### src/rtl/hazard_mdu_ctrl_if.sv
// Decode-stage hazard / HI-LO scheduling bundle between the pipeline and hazard_mdu_ctrl.
// The pipeline (master) drives ID/EX/MEM status; the controller (slave) returns stall and MDU status.
interface hazard_mdu_ctrl_if #(
  parameter int CNT_W = 32
);
  logic [31:0]      IR_D;
  logic [4:0]       WA_E;
  logic [1:0]       Tnew_E;
  logic [4:0]       WA_M;
  logic [1:0]       Tnew_M;
  logic             md_start;
  logic             md_is_div;
  logic             stall;
  logic             flush_E;
  logic             md_busy;
  logic             md_done;
  logic [CNT_W-1:0] stall_cnt;

  modport master (
    output IR_D, WA_E, Tnew_E, WA_M, Tnew_M, md_start, md_is_div,
    input  stall, flush_E, md_busy, md_done, stall_cnt
  );

  modport slave (
    input  IR_D, WA_E, Tnew_E, WA_M, Tnew_M, md_start, md_is_div,
    output stall, flush_E, md_busy, md_done, stall_cnt
  );
endinterface

### src/rtl/hazard_mdu_ctrl.sv
// Hazard detection for the 5-stage MIPS decode stage: data/HI-LO stalls, mult/div busy
// sequencing and a saturating stall-cycle counter.
module hazard_mdu_ctrl #(
  parameter int MULT_CYCLES = 5,
  parameter int DIV_CYCLES  = 10,
  parameter int CNT_W       = 32
) (
  input logic              clk,
  input logic              reset,
  hazard_mdu_ctrl_if.slave bus
);

  localparam int MAX_CYC = (DIV_CYCLES > MULT_CYCLES) ? DIV_CYCLES : MULT_CYCLES;
  localparam int BC_W    = $clog2(MAX_CYC + 1);

  localparam logic [BC_W-1:0]  MULT_LOAD = BC_W'(MULT_CYCLES);
  localparam logic [BC_W-1:0]  DIV_LOAD  = BC_W'(DIV_CYCLES);
  localparam logic [BC_W-1:0]  BC_ONE    = BC_W'(1);
  localparam logic [BC_W-1:0]  BC_ZERO   = {BC_W{1'b0}};
  localparam logic [CNT_W-1:0] CNT_MAX   = {CNT_W{1'b1}};
  localparam logic [CNT_W-1:0] CNT_ONE   = CNT_W'(1);
  localparam logic [CNT_W-1:0] CNT_ZERO  = {CNT_W{1'b0}};

  localparam logic [5:0] OP_RTYPE  = 6'b000000;
  localparam logic [5:0] OP_REGIMM = 6'b000001;
  localparam logic [5:0] OP_J      = 6'b000010;
  localparam logic [5:0] OP_JAL    = 6'b000011;
  localparam logic [5:0] OP_BEQ    = 6'b000100;
  localparam logic [5:0] OP_BNE    = 6'b000101;
  localparam logic [5:0] OP_BLEZ   = 6'b000110;
  localparam logic [5:0] OP_BGTZ   = 6'b000111;
  localparam logic [5:0] OP_LUI    = 6'b001111;
  localparam logic [5:0] OP_SB     = 6'b101000;
  localparam logic [5:0] OP_SH     = 6'b101001;
  localparam logic [5:0] OP_SW     = 6'b101011;

  localparam logic [5:0] FN_JR     = 6'b001000;
  localparam logic [5:0] FN_JALR   = 6'b001001;
  localparam logic [5:0] FN_MFHI   = 6'b010000;
  localparam logic [5:0] FN_MTHI   = 6'b010001;
  localparam logic [5:0] FN_MFLO   = 6'b010010;
  localparam logic [5:0] FN_MTLO   = 6'b010011;
  localparam logic [5:0] FN_MULT   = 6'b011000;
  localparam logic [5:0] FN_MULTU  = 6'b011001;
  localparam logic [5:0] FN_DIV    = 6'b011010;
  localparam logic [5:0] FN_DIVU   = 6'b011011;

  typedef enum logic [0:0] {
    ST_IDLE = 1'b0,
    ST_BUSY = 1'b1
  } state_t;

  // A source is hazardous when a younger producer will not have it ready by the time it is used.
  function automatic logic src_hazard(
    input logic [4:0] src,
    input logic [1:0] tuse,
    input logic [4:0] wa_e,
    input logic [1:0] tnew_e,
    input logic [4:0] wa_m,
    input logic [1:0] tnew_m
  );
    return (src != 5'd0) &&
           (((src == wa_e) && (tnew_e > tuse)) || ((src == wa_m) && (tnew_m > tuse)));
  endfunction

  logic [5:0]       op_s;
  logic [5:0]       fun_s;
  logic [4:0]       rs_s;
  logic [4:0]       rt_s;
  logic             rs_rd_s;
  logic [1:0]       rs_tuse_s;
  logic             rt_rd_s;
  logic [1:0]       rt_tuse_s;
  logic             md_class_s;
  logic             data_stall_s;
  logic             md_stall_s;
  logic             stall_s;
  logic             unused_s;

  state_t           state_r;
  state_t           state_nxt_s;
  logic [BC_W-1:0]  bcnt_r;
  logic [BC_W-1:0]  bcnt_nxt_s;
  logic             done_nxt_s;
  logic             md_busy_r;
  logic             md_done_r;
  logic [CNT_W-1:0] stall_cnt_r;

  assign op_s     = bus.IR_D[31:26];
  assign rs_s     = bus.IR_D[25:21];
  assign rt_s     = bus.IR_D[20:16];
  assign fun_s    = bus.IR_D[5:0];
  assign unused_s = ^bus.IR_D[15:6];

  // Operand read/use-time decode of the instruction in ID.
  always_comb begin
    rs_rd_s   = 1'b1;
    rs_tuse_s = 2'd1;
    rt_rd_s   = 1'b0;
    rt_tuse_s = 2'd1;
    case (op_s)
      OP_RTYPE: begin
        rt_rd_s = 1'b1;
        if ((fun_s == FN_JR) || (fun_s == FN_JALR)) begin
          rs_tuse_s = 2'd0;
        end else begin
          rs_tuse_s = 2'd1;
        end
      end
      OP_BEQ, OP_BNE: begin
        rs_tuse_s = 2'd0;
        rt_rd_s   = 1'b1;
        rt_tuse_s = 2'd0;
      end
      OP_BLEZ, OP_BGTZ, OP_REGIMM: begin
        rs_tuse_s = 2'd0;
      end
      OP_SW, OP_SH, OP_SB: begin
        rt_rd_s   = 1'b1;
        rt_tuse_s = 2'd2;
      end
      // Jumps and lui carry immediate bits in the rs field rather than a register number.
      OP_J, OP_JAL, OP_LUI: begin
        rs_rd_s = 1'b0;
      end
      default: begin
        rs_rd_s = 1'b1;
      end
    endcase
  end

  // Instructions that touch HI/LO or start the multi-cycle unit.
  always_comb begin
    md_class_s = 1'b0;
    if (op_s == OP_RTYPE) begin
      case (fun_s)
        FN_MULT, FN_MULTU, FN_DIV, FN_DIVU,
        FN_MFHI, FN_MFLO, FN_MTHI, FN_MTLO: md_class_s = 1'b1;
        default:                            md_class_s = 1'b0;
      endcase
    end else begin
      md_class_s = 1'b0;
    end
  end

  assign data_stall_s =
      (rs_rd_s && src_hazard(rs_s, rs_tuse_s, bus.WA_E, bus.Tnew_E, bus.WA_M, bus.Tnew_M)) ||
      (rt_rd_s && src_hazard(rt_s, rt_tuse_s, bus.WA_E, bus.Tnew_E, bus.WA_M, bus.Tnew_M));
  assign md_stall_s = md_class_s && (md_busy_r || bus.md_start);
  assign stall_s    = data_stall_s || md_stall_s;

  assign bus.stall     = stall_s;
  assign bus.flush_E   = stall_s;
  assign bus.md_busy   = md_busy_r;
  assign bus.md_done   = md_done_r;
  assign bus.stall_cnt = stall_cnt_r;

  // Busy-period sequencer next state; a start while busy is ignored.
  always_comb begin
    state_nxt_s = state_r;
    bcnt_nxt_s  = bcnt_r;
    done_nxt_s  = 1'b0;
    case (state_r)
      ST_IDLE: begin
        if (bus.md_start) begin
          state_nxt_s = ST_BUSY;
          bcnt_nxt_s  = bus.md_is_div ? DIV_LOAD : MULT_LOAD;
        end else begin
          state_nxt_s = ST_IDLE;
          bcnt_nxt_s  = BC_ZERO;
        end
      end
      ST_BUSY: begin
        bcnt_nxt_s = bcnt_r - BC_ONE;
        if (bcnt_r == BC_ONE) begin
          state_nxt_s = ST_IDLE;
          done_nxt_s  = 1'b1;
        end else begin
          state_nxt_s = ST_BUSY;
          done_nxt_s  = 1'b0;
        end
      end
      default: begin
        state_nxt_s = ST_IDLE;
        bcnt_nxt_s  = BC_ZERO;
      end
    endcase
  end

  // Sequencer state and its registered status outputs.
  always_ff @(posedge clk or posedge reset) begin
    if (reset) begin
      state_r   <= ST_IDLE;
      bcnt_r    <= BC_ZERO;
      md_busy_r <= 1'b0;
      md_done_r <= 1'b0;
    end else begin
      state_r   <= state_nxt_s;
      bcnt_r    <= bcnt_nxt_s;
      md_busy_r <= (state_nxt_s == ST_BUSY);
      md_done_r <= done_nxt_s;
    end
  end

  // Saturating count of stalled cycles.
  always_ff @(posedge clk or posedge reset) begin
    if (reset) begin
      stall_cnt_r <= CNT_ZERO;
    end else if (stall_s && (stall_cnt_r != CNT_MAX)) begin
      stall_cnt_r <= stall_cnt_r + CNT_ONE;
    end else begin
      stall_cnt_r <= stall_cnt_r;
    end
  end

endmodule

### src/flat_wrapper.sv
// flat-port wrapper written by rule: the top's interface ports become plain ports
module hazard_mdu_ctrl_flat 
#(
  parameter int MULT_CYCLES = 5,
  parameter int DIV_CYCLES  = 10,
  parameter int CNT_W       = 32
)
  (clk, reset, bus_IR_D, bus_WA_E, bus_Tnew_E, bus_WA_M, bus_Tnew_M, bus_md_start, bus_md_is_div, bus_stall, bus_flush_E, bus_md_busy, bus_md_done, bus_stall_cnt);
  hazard_mdu_ctrl_if #(.CNT_W(CNT_W)) bus_i ();
  input logic clk;
  input logic reset;
  input wire logic [$bits(bus_i.IR_D)-1:0] bus_IR_D;
  input wire logic [$bits(bus_i.WA_E)-1:0] bus_WA_E;
  input wire logic [$bits(bus_i.Tnew_E)-1:0] bus_Tnew_E;
  input wire logic [$bits(bus_i.WA_M)-1:0] bus_WA_M;
  input wire logic [$bits(bus_i.Tnew_M)-1:0] bus_Tnew_M;
  input wire logic [$bits(bus_i.md_start)-1:0] bus_md_start;
  input wire logic [$bits(bus_i.md_is_div)-1:0] bus_md_is_div;
  output wire logic [$bits(bus_i.stall)-1:0] bus_stall;
  output wire logic [$bits(bus_i.flush_E)-1:0] bus_flush_E;
  output wire logic [$bits(bus_i.md_busy)-1:0] bus_md_busy;
  output wire logic [$bits(bus_i.md_done)-1:0] bus_md_done;
  output wire logic [$bits(bus_i.stall_cnt)-1:0] bus_stall_cnt;
  assign bus_i.IR_D = bus_IR_D;
  assign bus_i.WA_E = bus_WA_E;
  assign bus_i.Tnew_E = bus_Tnew_E;
  assign bus_i.WA_M = bus_WA_M;
  assign bus_i.Tnew_M = bus_Tnew_M;
  assign bus_i.md_start = bus_md_start;
  assign bus_i.md_is_div = bus_md_is_div;
  assign bus_stall = bus_i.stall;
  assign bus_flush_E = bus_i.flush_E;
  assign bus_md_busy = bus_i.md_busy;
  assign bus_md_done = bus_i.md_done;
  assign bus_stall_cnt = bus_i.stall_cnt;
  hazard_mdu_ctrl #(.MULT_CYCLES(MULT_CYCLES), .DIV_CYCLES(DIV_CYCLES), .CNT_W(CNT_W)) u_core (.clk(clk), .reset(reset), .bus(bus_i));
endmodule
### config.mk
export PLATFORM = sky130hd
export DESIGN_NAME = hazard_mdu_ctrl_flat
export DESIGN_NICKNAME = d
export VERILOG_FILES = /design/src/rtl/hazard_mdu_ctrl_if.sv /design/src/rtl/hazard_mdu_ctrl.sv /design/src/flat_wrapper.sv
export SDC_FILE = /design/constraint.sdc
export NUM_CORES = 1
export LEC_CHECK = 0
export BUFFER_PORTS_ARGS = -buffer_cell sky130_fd_sc_hd__buf_2
export CORE_MARGIN = 2
export CORE_UTILIZATION = 40
export DETAILED_ROUTE_END_ITERATION = 10
export MAX_ROUTING_LAYER = met4
export PLACE_DENSITY = 0.62
export REMOVE_ABC_BUFFERS = 1
export SYNTH_ARGS = -nofsm -noshare
export SYNTH_HDL_FRONTEND = slang
export SYNTH_SLANG_ARGS = --single-unit
### constraint.sdc
create_clock -name clk -period 6.9 [get_ports clk]
set_clock_uncertainty 0.15 [all_clocks]
set_input_delay 0.69 -clock clk [delete_from_list [all_inputs] [get_ports clk]]
set_output_delay 0.69 -clock clk [all_outputs]
set_load 0.01 [all_outputs]
==> results.yml, run 1 <==
grt:
  grt-ovfl-total: 0
  track_usage_pct: 17.37
  grt_max_degree: 39
  grt_pass1_wl_mm: 9.873
  antenna_found_initial: 0
  first_global_vias: 2082
yosys:
  netlist_top_cells_area: "dfrtp_1 38%, xor2_1 13%, xnor2_1 5.6%, nor4_2 4.5%, ha_1 3.5%"
  syn-instance-count: 253
  yosys.area.top_type: "dfrtp_1"
  synth-seq-cells: 38
  synth_top_area_share_pct: 37.75
  syn-cell-area_um2: 2519
  synth.distinct_cells: 45
  synth_flop_cell: "dfrtp_1"
  synthArstFlopShare_pct: 100.0
  ys_seq_area_share_pct: 37.75
  yosysWarningCount: 0
  postSynthAreaPerCell_um2: 9.955
  synth_edf_count: 0
cells_and_area:
  utilization_pct: 51.80
  layout.cells.non_filler: 407
  areaGrowthSynthToFinish_pct: 23.20
  fillCellCount: 571
  drive_gt1_share_pct: 33.13
  fin_nets: 388
  diodes: 0
  final_common_cell: "buf_2"
  final_cell_mix: "74 x buf_2, 38 x dfrtp_1, 37 x xor2_1, 20 x nor2_1"
drt:
  drc: 0
  wire_per_inst_um: 13.72
  vias: 2132
  vias_per_cell: 5.238
  postRouteAntennaNets: 0
  drtIter0Drc: 61
  wirelength_mm: 5.585
  dr.pass1.iters: 4
critical_path:
  cp.arrival_ns: 3.00
  cp_max_fo: 32
  crit_path_end_kind: "output port"
  critPathKind: "primary input to output port"
  r2r_start: "u_core.bus.stall_cnt[8]"
  reg2reg_slack_ns: 4.37
  start_kind: "primary input"
  r2r_cells: 8
  rr_endpoint: "u_core.bus.stall_cnt[27]"
  worstPathRequired_ns: 6.06
clock_network:
  cts-root-buf: "clkbuf_8"
  cts_buffers: 5
  cts_resized: 0
  cts-hold-fix-buffers: 0
  cts.clk_slew.worst_paths_ns: 0.07
  worstSkewPairLatency_ns: 0.29
  cts_tree: "built"
  clock-sinks: 38
  h-tree-depth: 2
  cts_setup_buffers: 0
  clockBufferDepth: 2
timing:
  finalHoldViolations: 0
  tns_ns: 0
  max_slew_margin_pct: 67.29
  finalSetupViolations: 0
  finalCriticalPeriod_ns: 3.840
  worst_pin_slew_ns: 0.4907
  min_period_over_period_pct: 55.66
  slew_violations: 0
  max_clock_freq_ghz: 0.2604
  rsz0062_at_grt: "false"
die:
  dieWidth_um: 83.35
  start_util_pct: 42.04
  die_y_um: 83.35
  ioPinCount: 86
  dieArea_um2: 6947
  row_count: 28
  core_area_um2: 5991
min_path:
  hold_class: "register to register"
  whs_path_depth: 1
  hold_end: "u_core.bus.md_done"
  min-delay-start: "u_core.bcnt_r[3]"
run_status:
  outcome: "complete, no violations"
power:
  p_per_area_nw_per_um2: 214.9
  ir_worst_vdd_mv: 0.2203
  leakage_nw: 1.515
  p_total_w: 0.0006669
placed_design:
  placedCellCount: 399
  gp_congestion: 0.8469
  port_buffers: 74
  hpwl_mm: 4.154
run:
  cap_violations: 0
## final cells by class
| cell class | instances | area, um2 | area share [%] |
|---|---|---|---|
| repair buffers | 77 | 392.9 | 12.66 |
| inverters | 10 | 37.54 | 1.210 |
| flip-flops and latches | 38 | 950.9 | 30.65 |
| clock inverters | 2 | 60.06 | 1.935 |
| multi-input cells | 199 | 1485 | 47.86 |
| well taps | 75 | 93.84 | 3.024 |
| clock buffers | 6 | 82.58 | 2.661 |
## worst max-delay path by stage
stage                       startpoint           to
final                     bus_IR_D[28]  bus_flush_E
after detailed placement  bus_IR_D[28]  bus_flush_E
after global routing      bus_IR_D[29]    bus_stall
after CTS                 bus_IR_D[28]  bus_flush_E
after floorplan           bus_IR_D[28]  bus_flush_E
after global placement    bus_IR_D[28]    bus_stall
## stage by stage
step	setup slack (ns)	instance area (um2)	hold WS, ns
finish	3.060	3103	0.3269
global route	2.904	3103	0.3716
CTS	3.040	3103	0.3308
detailed placement	3.050	2960	0.3138
global placement	3.056	2960	0.3038
floorplan	3.014	2469	0.2928
## worst max-delay path, stage by stage
cell     delay [ns]
buf_2          0.14
and3b_1        0.24
nand3_1        0.11
ha_1           0.30
and3b_1        0.18
o31a_1         0.09
a311o_1        0.27
a32oi_1        0.17
o211a_1        0.15
buf_4          0.38
inv_1          0.09
buf_2          0.15
## cells in the mapped netlist, types with 4 or more instances
cell / n
ha_1: 7
nand3_1: 13
o21ai_0: 8
nor2_1: 20
or4_1: 5
nand4_1: 6
nor3_2: 6
dfrtp_1: 38
nor3_1: 14
xnor2_1: 16
nor4_2: 9
inv_1: 10
nand2_1: 16
nor4b_2: 4
xor2_1: 37
## cell families after synthesis
logic type      synth area share [%]
compound gates                 5.266
xor+xnor                       18.43
fa+ha+maj                      3.477
buf+inv                        3.477
flops                          37.75
mux                           0.9934
simple gates                   30.60
## layer usage
metal	vias up	wire, um	global-route usage [%]
met5	-	0	-
met4	0	47	4.024
met3	6	280	3.380
met2	46	2525	26.83
met1	1022	2731	23.70
li1	1058	-	-
## power by group
group          internal [W]  switching, W  leakage, nW
logic             0.0000704     0.0000780        0.943
clock network      0.000154     0.0000793       0.0714
registers          0.000255     0.0000302        0.501
## flip-flops by register name (all words and copies together), names as in the netlist
name,flops
u_core.bcnt_r,4
u_core.bus.md_done,1
u_core.bus.stall_cnt,32
u_core.state_r,1
(Power assumes the default switching activity.)
==> run 2, diff against run 1 <==
clock period = 3.7 ns   (was 6.9 ns; I/O delays follow)
==> results.yml, run 2 (synthesized netlist as in run 1, its figures left out) <==
die:
  core_area_um2: 5991
  start_util_pct: 42.04
  dieWidth_um: 83.35
  die_y_um: 83.35
  dieArea_um2: 6947
  ioPinCount: 86
  row_count: 28
timing:
  worst_pin_slew_ns: 0.4923
  max_slew_margin_pct: 67.18
  rsz0062_at_grt: "false"
  finalSetupViolations: 0
  slew_violations: 0
  min_period_over_period_pct: 85.37
  tns_ns: 0
  hold_slack_ns: 0.03783
  max_clock_freq_ghz: 0.3166
  finalHoldViolations: 0
  finalCriticalPeriod_ns: 3.159
critical_path:
  rr_endpoint: "u_core.bus.stall_cnt[27]"
  timing.critical_path.max_delay_family: "compound AO/OA/AOI/OAI gates"
  cp.arrival_ns: 2.64
  worstSetupStartpoint: "bus_IR_D[28]"
  worstPathRequired_ns: 3.18
  critPathKind: "primary input to output port"
  r2r_start: "u_core.bus.stall_cnt[8]"
  start_kind: "primary input"
  cp_max_fo: 10
  cp_slowest_stage_delay_ns: 0.47
  slowest_stage: "o211a_1"
  crit_path_end_kind: "output port"
  r2r_cells: 8
  path_buf_inv: 3
  worstPathCellList: "buf_2, and3b_1, nand3_1, ha_1, and3b_1, o31a_1, a311o_1, a32oi_1, o211a_1, inv_1, buf_2"
  reg2reg_slack_ns: 1.14
grt:
  first_global_vias: 2138
  track_usage_pct: 17.56
  grt_pass1_wl_mm: 9.956
  antenna_found_initial: 0
  grt-ovfl-total: 0
  grt_max_degree: 39
cells_and_area:
  final_common_cell: "buf_2"
  areaGrowthSynthToFinish_pct: 21.96
  diodes: 0
  fin_nets: 389
  drive_gt1_share_pct: 33.03
  largest_register_ffs: 32
  final_cell_mix: "74 x buf_2, 38 x dfrtp_1, 37 x xor2_1, 20 x nor2_1"
clock_network:
  cts.clk_slew.worst_paths_ns: 0.07
  cts_resized: 0
  cts-root-buf: "clkbuf_8"
  clock-sinks: 38
  h-tree-depth: 2
  cts_buffers: 5
  clockBufferDepth: 2
  cts_tree: "built"
  cts-hold-fix-buffers: 0
  cts_setup_buffers: 0
  worstSkewPairLatency_ns: 0.28
power:
  p_per_area_nw_per_um2: 358.7
  leakage_nw: 1.502
  ir_worst_vdd_mv: 0.2611
drt:
  vias: 2120
  postRouteAntennaNets: 0
  wirelength_mm: 5.738
  dr.pass1.iters: 6
  vias_per_cell: 5.196
  wire_per_inst_um: 14.06
  drtIter0Drc: 63
  drc: 0
placed_design:
  gp_congestion: 0.8477
  hpwl_mm: 4.312
  port_buffers: 74
run_status:
  outcome: "complete, no violations"
min_path:
  hold_class: "primary input to async pin"
run:
  cap_violations: 0
run 2: cell types whose count changed in the layout (fill, tap and decap cells not counted), sizes merged:
cell and change:
clkbuf +1, bufinv -2, clkinv +1, buf +1
run 2: tightest hold or removal path, delay by kind of cell:
kind	cells	cell delay (ns)
buf+inv	3	0.53
run 2: final cells by class:
type,count,area (um2)
tap,75,93.84
timing repair buffer,78,412.9
clock buffer,7,86.33
clock inverter,1,5.005
inverter,10,37.54
multi-input combinational,199,1485
fill,596,2919
sequential,38,950.9
run 2: report_power, final:
group          internal, W  switching, W
clock network     0.000150      0.000140
logic             0.000133      0.000148
registers         0.000475     0.0000554
total             0.000758      0.000343
run 2: stage by stage:
stage	cell area [um2]	worst slack [ns]	util (%)	power [W]	cells
2_1_floorplan	2469	-0.01708	-	0.0007040	247
3_3_place_gp	2980	0.3644	49.75	0.0008148	400
3_5_place_dp	2980	0.3153	49.75	0.0008228	400
4_1_cts	3072	0.5231	51.27	0.001123	408
5_1_grt	3072	0.3773	51.27	0.001187	408
6_report	3072	0.5414	51.27	0.001102	408
run 2: how the worst max path moves through the flow:
| stage | end | slack, ns | depth (start not counted) |
|---|---|---|---|
| floorplan | u_core.bus.stall_cnt[27] | -0.02 | 8 |
| global placement | u_core.bus.stall_cnt[18] | 0.36 | 12 |
| detailed placement | u_core.bus.stall_cnt[14] | 0.32 | 12 |
| CTS | bus_stall | 0.52 | 11 |
| global route | bus_stall | 0.38 | 11 |
| finish | bus_stall | 0.54 | 11 |
run 2: layer usage:
metal / GRT usage, % / routed length [um]
met1: 23.42 / 2799
met2: 27.35 / 2625
met3: 3.976 / 278
met4: 4.024 / 35
met5: - / 0
==> run 3, diff against run 2 <==
CORE_MARGIN = 1.5   (was 2)
==> results.yml, run 3 (synthesized netlist as in run 1, its figures left out) <==
power:
  p_per_area_nw_per_um2: 361.9
  leakage_nw: 1.499
  ir_worst_vdd_mv: 0.2440
cells_and_area:
  fin_nets: 390
  areaGrowthSynthToFinish_pct: 21.91
  final_common_cell: "buf_2"
  largest_register_ffs: 32
  drive_gt1_share_pct: 33.53
  final_area_um2: 3070
  diodes: 0
  layout.cells.non_filler: 409
  fillCellCount: 585
  final_cell_mix: "74 x buf_2, 38 x dfrtp_1, 37 x xor2_1, 20 x nor2_1"
min_path:
  hold_class: "primary input to async pin"
drt:
  dr.pass1.iters: 4
  wirelength_mm: 5.628
  vias_per_cell: 5.166
  drc: 0
  postRouteAntennaNets: 0
  wire_per_inst_um: 13.76
  drtIter0Drc: 63
  vias: 2113
placed_design:
  port_buffers: 74
  dp_slack_ns: 0.4303
  placed_area_um2: 2975
  gp_congestion: 0.8470
  placedCellCount: 401
  hpwl_mm: 4.260
clock_network:
  worstSkewPairLatency_ns: 0.29
  clock-sinks: 38
  cts-root-buf: "clkbuf_8"
  cts.clk_slew.worst_paths_ns: 0.08
  h-tree-depth: 2
  cts_resized: 0
  cts_tree: "built"
  cts_buffers: 5
  cts_setup_buffers: 0
  cts-hold-fix-buffers: 0
  clockBufferDepth: 2
grt:
  grt_max_degree: 39
  track_usage_pct: 18.61
  antenna_found_initial: 0
  first_global_vias: 2051
  grt_pass1_wl_mm: 9.522
  grt-ovfl-total: 0
timing:
  min_period_over_period_pct: 85.92
  worst_pin_slew_ns: 0.5005
  fin_ws_ns: 0.5208
  max_slew_margin_pct: 66.63
  finalCriticalPeriod_ns: 3.179
  rsz0062_at_grt: "false"
  finalHoldViolations: 0
  max_clock_freq_ghz: 0.3145
  slew_violations: 0
  finalSetupViolations: 0
critical_path:
  start_kind: "primary input"
  path_buf_inv: 3
  slowest_stage: "o211a_1"
  cp_slowest_stage_delay_ns: 0.48
  worstPathRequired_ns: 3.18
  worstPathCellList: "buf_2, and3b_1, nand3_1, ha_1, and3b_1, o31a_1, a311o_1, a32oi_1, o211a_1, inv_1, buf_2"
  crit_path_end_kind: "output port"
  cp.arrival_ns: 2.66
  cp_max_fo: 13
  timing.critical_path.max_delay_family: "compound AO/OA/AOI/OAI gates"
  critPathKind: "primary input to output port"
die:
  die_y_um: 82.35
  ioPinCount: 86
  dieWidth_um: 82.35
  start_util_pct: 42.04
  core_area_um2: 5991
  dieArea_um2: 6782
  row_count: 28
run:
  cap_violations: 0
run_status:
  outcome: "complete, no violations"
run 3: cell types whose count changed in the layout (fill, tap and decap cells not counted), sizes merged:
cell,change
clkinvlp,+1
buf,+1
clkbuf,-1
run 3: tightest hold or removal path, stage by stage:
cell	delay (ns)
buf_2	0.09
inv_1	0.04
buf_4	0.41
run 3: worst paths after layout:
check / start / endpoint / slack, ns / cells past startpoint
setup reg to reg: u_core.bus.stall_cnt[8] / u_core.bus.stall_cnt[27] / 1.07 / 8
setup / recovery: bus_IR_D[28] / bus_flush_E / 0.52 / 11
min in group clk: bus_md_start / u_core.bcnt_r[2] / 0.20 / 3
hold / removal: reset / u_core.bus.stall_cnt[18] / 0.04 / 3
max in group asynchronous: reset / u_core.state_r / 3.02 / 3
hold reg to reg: u_core.bcnt_r[3] / u_core.bus.md_done / 0.33 / 1
run 3: cell type report:
type | count | area (um2) | area share, %
inverters | 10 | 37.54 | 1.222
well taps | 75 | 93.84 | 3.056
repair buffers | 79 | 407.9 | 13.28
clock inverters | 2 | 12.51 | 0.4075
clock buffers | 6 | 82.58 | 2.689
multi-input cells | 199 | 1485 | 48.37
flip-flops and latches | 38 | 950.9 | 30.97
run 3: metrics by stage:
step            TNS, ns  power [W]  hold WS (ns)  utilization (%)
2_1_floorplan  -0.02508  0.0007040        0.2928                -
6_report              0   0.001111       0.03623            51.25
5_1_grt               0   0.001191       0.09449            51.25
3_3_place_gp          0  0.0008146        0.3025            49.67
4_1_cts               0   0.001129       0.05558            51.25
3_5_place_dp          0  0.0008237        0.3146            49.67
run 3: per-layer routing:
layer	up-vias	GRT usage (%)	share of wire [%]
li1	1057	-	-
met2	54	27.64	43
met3	6	3.516	5.7
met5	-	-	0
met1	996	26.26	50
met4	0	4.068	0.96
run 3: report_power, final:
part           total (W)  switching [W]  internal, W
Clock           0.000300       0.000150     0.000150
Combinational   0.000279       0.000146     0.000133
Sequential      0.000532      0.0000573     0.000475
